--- src/rtl/mips_pkg.sv ---
// Shared definitions for the register file slice: default widths and the
// register-address / register-data types used across the design and bench.
package mips_pkg;

  localparam int DW_DEF      = 32;
  localparam int AW_DEF      = 5;
  localparam int ZERO_R0_DEF = 1;
  localparam int DEPTH_DEF   = 2 ** AW_DEF;

  typedef logic [AW_DEF-1:0] reg_addr_t;
  typedef logic [DW_DEF-1:0] reg_data_t;

  // Number of registers that can ever be pending at once.
  function automatic int max_pending(input int aw, input int zero_r0);
    return (zero_r0 != 0) ? (2 ** aw) - 1 : (2 ** aw);
  endfunction

endpackage

--- src/rtl/regfile_sb_if.sv ---
// Bus bundle for the register file: two read ports, one write port,
// the issue strobe for the scoreboard and the pending-register count.
interface regfile_sb_if
  import mips_pkg::*;
#(
  parameter int DW = DW_DEF,
  parameter int AW = AW_DEF
) ();

  // read port A
  logic [AW-1:0] ar;
  logic [DW-1:0] a;
  logic          a_busy;
  // read port B
  logic [AW-1:0] br;
  logic [DW-1:0] b;
  logic          b_busy;
  // write port
  logic          rwe;
  logic [AW-1:0] wr;
  logic [DW-1:0] w;
  // issue / scoreboard
  logic          iss_en;
  logic [AW-1:0] iss_r;
  logic [AW:0]   busy_cnt;

  // Pipeline side: drives addresses, writes and issues; receives read data.
  modport master (
    output ar, br, rwe, wr, w, iss_en, iss_r,
    input  a, a_busy, b, b_busy, busy_cnt
  );

  // Register file side.
  modport slave (
    input  ar, br, rwe, wr, w, iss_en, iss_r,
    output a, a_busy, b, b_busy, busy_cnt
  );

endinterface

--- src/rtl/regfile_busy.sv ---
// Scoreboard: one pending bit per register plus an incrementally maintained
// count of pending registers. Also registers the pending flag for both read
// addresses, taken from the post-edge value so it lines up with the bypassed
// read data.
module regfile_busy
  import mips_pkg::*;
#(
  parameter int AW      = AW_DEF,
  parameter int ZERO_R0 = ZERO_R0_DEF
) (
  input  logic          t2,
  input  logic          rst_n,
  input  logic          iss_en,
  input  logic [AW-1:0] iss_r,
  input  logic          clr_en,
  input  logic [AW-1:0] clr_r,
  input  logic [AW-1:0] ra,
  input  logic [AW-1:0] rb,
  output logic          a_busy,
  output logic          b_busy,
  output logic [AW:0]   busy_cnt
);

  localparam int DEPTH = 2 ** AW;

  logic [DEPTH-1:0] busy_reg;
  logic [DEPTH-1:0] busy_next;
  logic [AW:0]      cnt_reg;
  logic [AW:0]      cnt_next;
  logic             a_busy_reg;
  logic             b_busy_reg;

  logic iss_ok;
  logic clr_ok;
  logic set_inc;
  logic clr_dec;

  // r0 never becomes pending when it is hardwired to zero.
  assign iss_ok = iss_en && !((ZERO_R0 != 0) && (iss_r == '0));
  assign clr_ok = clr_en && !((ZERO_R0 != 0) && (clr_r == '0));

  // Issue beats write on the same register: the newer producer keeps it busy.
  genvar gi;
  generate
    for (gi = 0; gi < DEPTH; gi++) begin : g_busy
      assign busy_next[gi] = (iss_ok && (iss_r == AW'(gi))) ||
                             (busy_reg[gi] && !(clr_ok && (clr_r == AW'(gi))));
    end
  endgenerate

  // Count moves only on real bit transitions, so it tracks the popcount.
  assign set_inc  = iss_ok && !busy_reg[iss_r];
  assign clr_dec  = clr_ok && busy_reg[clr_r] && !(iss_ok && (iss_r == clr_r));
  assign cnt_next = cnt_reg + (AW+1)'(set_inc) - (AW+1)'(clr_dec);

  // Scoreboard state, count and per-port pending flags.
  always_ff @(posedge t2 or negedge rst_n) begin
    if (!rst_n) begin
      busy_reg   <= '0;
      cnt_reg    <= '0;
      a_busy_reg <= 1'b0;
      b_busy_reg <= 1'b0;
    end else begin
      busy_reg   <= busy_next;
      cnt_reg    <= cnt_next;
      a_busy_reg <= busy_next[ra];
      b_busy_reg <= busy_next[rb];
    end
  end

  assign a_busy   = a_busy_reg;
  assign b_busy   = b_busy_reg;
  assign busy_cnt = cnt_reg;

endmodule

--- src/rtl/regfile_sb.sv ---
// Two-read / one-write register file with registered reads, write-through
// bypass, optional hardwired-zero r0, and an attached pending-write scoreboard.
module regfile_sb
  import mips_pkg::*;
#(
  parameter int DW      = DW_DEF,
  parameter int AW      = AW_DEF,
  parameter int ZERO_R0 = ZERO_R0_DEF
) (
  input logic         t2,
  input logic         rst_n,
  regfile_sb_if.slave bus
);

  localparam int DEPTH = 2 ** AW;

  logic [DW-1:0] regs_reg [DEPTH];
  logic [DW-1:0] a_reg;
  logic [DW-1:0] a_next;
  logic [DW-1:0] b_reg;
  logic [DW-1:0] b_next;
  logic          wr_ok;

  // Writes to a hardwired-zero r0 are simply dropped.
  assign wr_ok = bus.rwe && !((ZERO_R0 != 0) && (bus.wr == '0));

  // Register storage; reset must clear every entry, so this is a flop array.
  always_ff @(posedge t2 or negedge rst_n) begin
    if (!rst_n) begin
      for (int i = 0; i < DEPTH; i++) begin
        regs_reg[i] <= '0;
      end
    end else if (wr_ok) begin
      regs_reg[bus.wr] <= bus.w;
    end
  end

  // Read muxes with same-edge write forwarding and forced-zero r0.
  always_comb begin
    a_next = regs_reg[bus.ar];
    b_next = regs_reg[bus.br];
    if (wr_ok && (bus.wr == bus.ar)) begin
      a_next = bus.w;
    end
    if (wr_ok && (bus.wr == bus.br)) begin
      b_next = bus.w;
    end
    if ((ZERO_R0 != 0) && (bus.ar == '0)) begin
      a_next = '0;
    end
    if ((ZERO_R0 != 0) && (bus.br == '0)) begin
      b_next = '0;
    end
  end

  // Registered read data for both ports.
  always_ff @(posedge t2 or negedge rst_n) begin
    if (!rst_n) begin
      a_reg <= '0;
      b_reg <= '0;
    end else begin
      a_reg <= a_next;
      b_reg <= b_next;
    end
  end

  assign bus.a = a_reg;
  assign bus.b = b_reg;

  regfile_busy #(
    .AW      (AW),
    .ZERO_R0 (ZERO_R0)
  ) u_busy (
    .t2       (t2),
    .rst_n    (rst_n),
    .iss_en   (bus.iss_en),
    .iss_r    (bus.iss_r),
    .clr_en   (bus.rwe),
    .clr_r    (bus.wr),
    .ra       (bus.ar),
    .rb       (bus.br),
    .a_busy   (bus.a_busy),
    .b_busy   (bus.b_busy),
    .busy_cnt (bus.busy_cnt)
  );

endmodule

--- src/flat_wrapper.sv ---
// flat-port wrapper written by rule: the top's interface ports become plain ports
module regfile_sb_flat import mips_pkg::*;
#(
  parameter int DW      = DW_DEF,
  parameter int AW      = AW_DEF,
  parameter int ZERO_R0 = ZERO_R0_DEF
)
  (t2, rst_n, bus_ar, bus_br, bus_rwe, bus_wr, bus_w, bus_iss_en, bus_iss_r, bus_a, bus_a_busy, bus_b, bus_b_busy, bus_busy_cnt);
  regfile_sb_if #(.DW(DW), .AW(AW)) bus_i ();
  input logic t2;
  input logic rst_n;
  input wire logic [$bits(bus_i.ar)-1:0] bus_ar;
  input wire logic [$bits(bus_i.br)-1:0] bus_br;
  input wire logic [$bits(bus_i.rwe)-1:0] bus_rwe;
  input wire logic [$bits(bus_i.wr)-1:0] bus_wr;
  input wire logic [$bits(bus_i.w)-1:0] bus_w;
  input wire logic [$bits(bus_i.iss_en)-1:0] bus_iss_en;
  input wire logic [$bits(bus_i.iss_r)-1:0] bus_iss_r;
  output wire logic [$bits(bus_i.a)-1:0] bus_a;
  output wire logic [$bits(bus_i.a_busy)-1:0] bus_a_busy;
  output wire logic [$bits(bus_i.b)-1:0] bus_b;
  output wire logic [$bits(bus_i.b_busy)-1:0] bus_b_busy;
  output wire logic [$bits(bus_i.busy_cnt)-1:0] bus_busy_cnt;
  assign bus_i.ar = bus_ar;
  assign bus_i.br = bus_br;
  assign bus_i.rwe = bus_rwe;
  assign bus_i.wr = bus_wr;
  assign bus_i.w = bus_w;
  assign bus_i.iss_en = bus_iss_en;
  assign bus_i.iss_r = bus_iss_r;
  assign bus_a = bus_i.a;
  assign bus_a_busy = bus_i.a_busy;
  assign bus_b = bus_i.b;
  assign bus_b_busy = bus_i.b_busy;
  assign bus_busy_cnt = bus_i.busy_cnt;
  regfile_sb #(.DW(DW), .AW(AW), .ZERO_R0(ZERO_R0)) u_core (.t2(t2), .rst_n(rst_n), .bus(bus_i));
endmodule
--- config.mk ---
export PLATFORM = sky130hd
export DESIGN_NAME = regfile_sb_flat
export DESIGN_NICKNAME = d
export VERILOG_FILES = /design/src/rtl/mips_pkg.sv /design/src/rtl/regfile_sb_if.sv /design/src/rtl/regfile_busy.sv /design/src/rtl/regfile_sb.sv /design/src/flat_wrapper.sv
export SDC_FILE = /design/constraint.sdc
export NUM_CORES = 2
export LEC_CHECK = 0
export CAP_MARGIN = 10
export CORE_UTILIZATION = 70
export CTS_BUF_LIST = sky130_fd_sc_hd__clkbuf_8
export DETAILED_ROUTE_END_ITERATION = 8
export HOLD_SLACK_MARGIN = 0.1
export PLACE_DENSITY = 0.88
export SETUP_SLACK_MARGIN = 0.1
export SKIP_CTS_REPAIR_TIMING = 1
export SLEW_MARGIN = 20
export SYNTH_ARGS = -nofsm -noshare
export SYNTH_HDL_FRONTEND = slang
export SYNTH_SLANG_ARGS = --single-unit
export TNS_END_PERCENT = 100
--- constraint.sdc ---
create_clock -name t2 -period 7.2 [get_ports t2]
set_clock_uncertainty 0.05 [all_clocks]
set_input_delay 1.8 -clock t2 [delete_from_list [all_inputs] [get_ports t2]]
set_output_delay 1.8 -clock t2 [all_outputs]
set_load 0.005 [all_outputs]
==> results.py <==
metrics = {
    "logic_synthesis": {
        "synthFlopType": "dfrtp_1",
        "synthAdderAreaFrac": 0.00160,
        "synth_nets": 4078,
        "synth_area_um2": 59400,
        "yosys.area_share.simple": 0.0266,
        "synth_async_sr_flop_share": 1.00,
        "ys_types": 57,
        "ys_ff_latch": 1128,
        "synth_top_area_cell": "dfrtp_1",
        "synthTopCellsByArea": "dfrtp_1 47%, mux4_2 21%, mux2_2 18%, mux2i_1 3.5%, clkbuf_1 1.9%",
        "yosys_warnings": 0,
        "synth-edff-count": 0,
        "syn_inst": 4015,
        "yosys.area.top_type_share": 0.475,
        "synth_top_family_by_area": "multiplexers",
        "synth-xor-area-share": 0.00280,
        "ys_seq_area_frac": 0.475,
        "synthMuxAreaShare": 0.423,
        "syn_area_per_cell_um2": 14.8,
        "synth-compound-area-share": 0.0389,
    },
    "route": {
        "vias": 39600,
        "avgViaCountPerCell": 7.56,
        "postRouteAntennaNets": 0,
        "detail_route.iter0.violations": 5302,
        "wl_mm": 176,
        "dr.pass1.iters": 6,
        "drc": 0,
        "wl_per_cell_um": 33.5,
    },
    "worst_setup_path": {
        "endpoint_kind": "flop",
        "reg2reg_depth": 11,
        "start_kind": "input port",
        "regToRegSetupSlack_ns": 3.95,
        "r2r-start": "u_core.u_busy.busy_reg[18]",
        "crit_fanout": 54,
        "cp_data_arrival_time_ns": 5.55,
        "criticalPathCategory": "in2reg",
        "rr_endpoint": "u_core.u_busy.busy_cnt[4]",
        "required_ns": 7.87,
    },
    "clock_tree": {
        "numCtsBuffers": 181,
        "cts.sinks": 1128,
        "clk_pin_slew_ns": 0.06,
        "cts_tree": "built",
        "clock_latency_ns": 0.86,
        "cts_buffer_depth": 3,
        "clock_tree.root_cell": "clkbuf_8",
        "htree_num_levels": 4,
    },
    "hold_path": {
        "hold_end": "u_core.regs_reg[1007]",
        "min_path_type": "reg2reg",
        "hold_path_depth": 0,
        "hold_path.startpoint": "u_core.regs_reg[1007]",
    },
    "timing": {
        "period_needed_ns": 4.88,
        "setup_viol": 0,
        "fin_tns_setup_ns": 0,
        "worst_slew_pin_slew_ns": 1.26,
        "fmax_ghz": 0.205,
        "setup_ws_ns": 2.32,
        "slew_headroom": 0.161,
        "finalHoldViolations": 0,
        "rsz0062_at_grt": "no",
        "fin_crit_sh": 0.678,
        "slew_viol_final": 0,
    },
    "power_and_ir_drop": {
        "power.leakage_nw": 28.5,
        "peakVddDrop_uv": 177,
        "power_density_nw_per_um2": 277,
    },
    "final_layout": {
        "stdcell_count": 5245,
        "largest_reg_flops": 1024,
        "fillers": 4643,
        "finalNetCount": 4029,
        "syn2layout_area_growth_pct": 9.69,
        "final_cell_mix": "1128 x dfrtp_1, 962 x mux2_2, 543 x mux4_2",
        "multi_input_area_um2": 29600,
        "final_common_cell": "dfrtp_1",
        "register_area_um2": 28200,
        "layout-drive-gt1-share": 0.467,
        "utilization": 0.778,
    },
    "floorplan": {
        "dieArea_um2": 86100,
        "io_pins": 128,
        "die_width_um": 293,
        "core_um2": 83800,
        "dieHeight_um": 293,
        "num_rows": 106,
        "initial_core_util": 0.709,
    },
    "placed_design": {
        "numPlacedInstances": 4916,
        "place_ws_ns": 1.26,
        "io_buffers": 127,
        "place_hpwl_mm": 93.1,
        "gp_congestion": 0.961,
    },
    "global_route": {
        "grt_usage": 0.419,
        "grt_pass1_wl_mm": 263,
        "grt_antenna_before_repair": 5,
        "grt_max_degree": 186,
        "grt_pass1_vias": 41600,
        "grt_overflow_total": 0,
    },
    "job": {
        "drv_cap": 0,
    },
    "run_status": {
        "status": "finished, final reports clean",
    },
}
-- cell usage after synthesis (4+ instances only) --
library cell / n
nor2b_1: 24
buf_2: 78
mux2_2: 962
clkbuf_1: 302
a211oi_1: 62
a21oi_1: 39
nand4_1: 4
mux4_2: 543
inv_1: 15
o211ai_1: 13
dfrtp_1: 1128
and3_1: 4
buf_4: 5
mux2i_1: 210
a22o_1: 12
nand3_1: 11
xor2_1: 10
nor3b_1: 8
xnor2_1: 9
a221oi_1: 58
nand2b_1: 5
nor3_1: 24
nand2_1: 150
o21ai_0: 74
buf_1: 69
nor2_1: 85
a22oi_1: 31
ha_1: 6
o22ai_1: 10
o221ai_1: 9
nor4_1: 4
o21bai_1: 7
nand3b_1: 4
-- cell families after synthesis --
kind of cell,Yosys count
mux,1715
compound gates,333
buf+inv,471
xor+xnor,19
simple gates,342
fa+ha+maj,7
flops,1128
-- where the power goes --
| group | internal [mW] | total [mW] | switching, mW |
|---|---|---|---|
| combinational | 2.40 | 3.93 | 1.53 |
| clock | 2.93 | 5.56 | 2.63 |
| sequential | 7.58 | 8.56 | 0.978 |
-- worst max-delay path: stages --
cell and delay (ns):
clkdlybuf4s50_1 0.86, or2_1 0.51, o41ai_1 0.26, nor4_1 0.60, nand3_4 0.90, a211oi_1 0.57
-- final cells by class --
cell class	instances	share of cell area
Sequential cell	1128	0.433
Inverter	16	0.000960
Timing Repair Buffer	223	0.0345
Clock buffer	232	0.0490
Antenna cell	2	0.0000768
Clock inverter	94	0.00720
Tap cell	1134	0.0218
Multi-Input combinational cell	2416	0.454
-- per-layer routing --
metal | routed length [um] | global-route usage | vias to the layer above
li1 | - | - | 15300
met1 | 61800 | 0.555 | 20700
met2 | 80500 | 0.622 | 2826
met3 | 21200 | 0.120 | 776
met4 | 12100 | 0.256 | 6
met5 | 38 | 0 | -
-- per-stage QoR --
step	power (mW)	cell area (um2)	hold WS (ns)
2_1_floorplan	11.2	59400	0.391
3_3_place_gp	12.2	61500	0.327
3_5_place_dp	12.5	61600	0.334
4_1_cts	18.0	65200	0.347
5_1_grt	18.7	65200	0.355
6_report	18.0	65200	0.346
-- worst max-delay path by stage --
stage                      start                   endpoint  slack [ns]  depth (start not counted)
floorplan              bus_wr[0]  u_core.u_busy.busy_cnt[4]        2.05                         13
global placement       bus_wr[0]  u_core.u_busy.busy_cnt[4]        1.39                         12
detailed placement     bus_wr[0]           u_core.bus.b[12]        1.26                          7
CTS                    bus_wr[0]            u_core.bus.b[9]        2.15                          7
global route        bus_iss_r[0]  u_core.u_busy.busy_cnt[4]        2.13                         12
finish                 bus_wr[4]           u_core.bus.b[25]        2.32                          6
(Power assumes the default switching activity.)
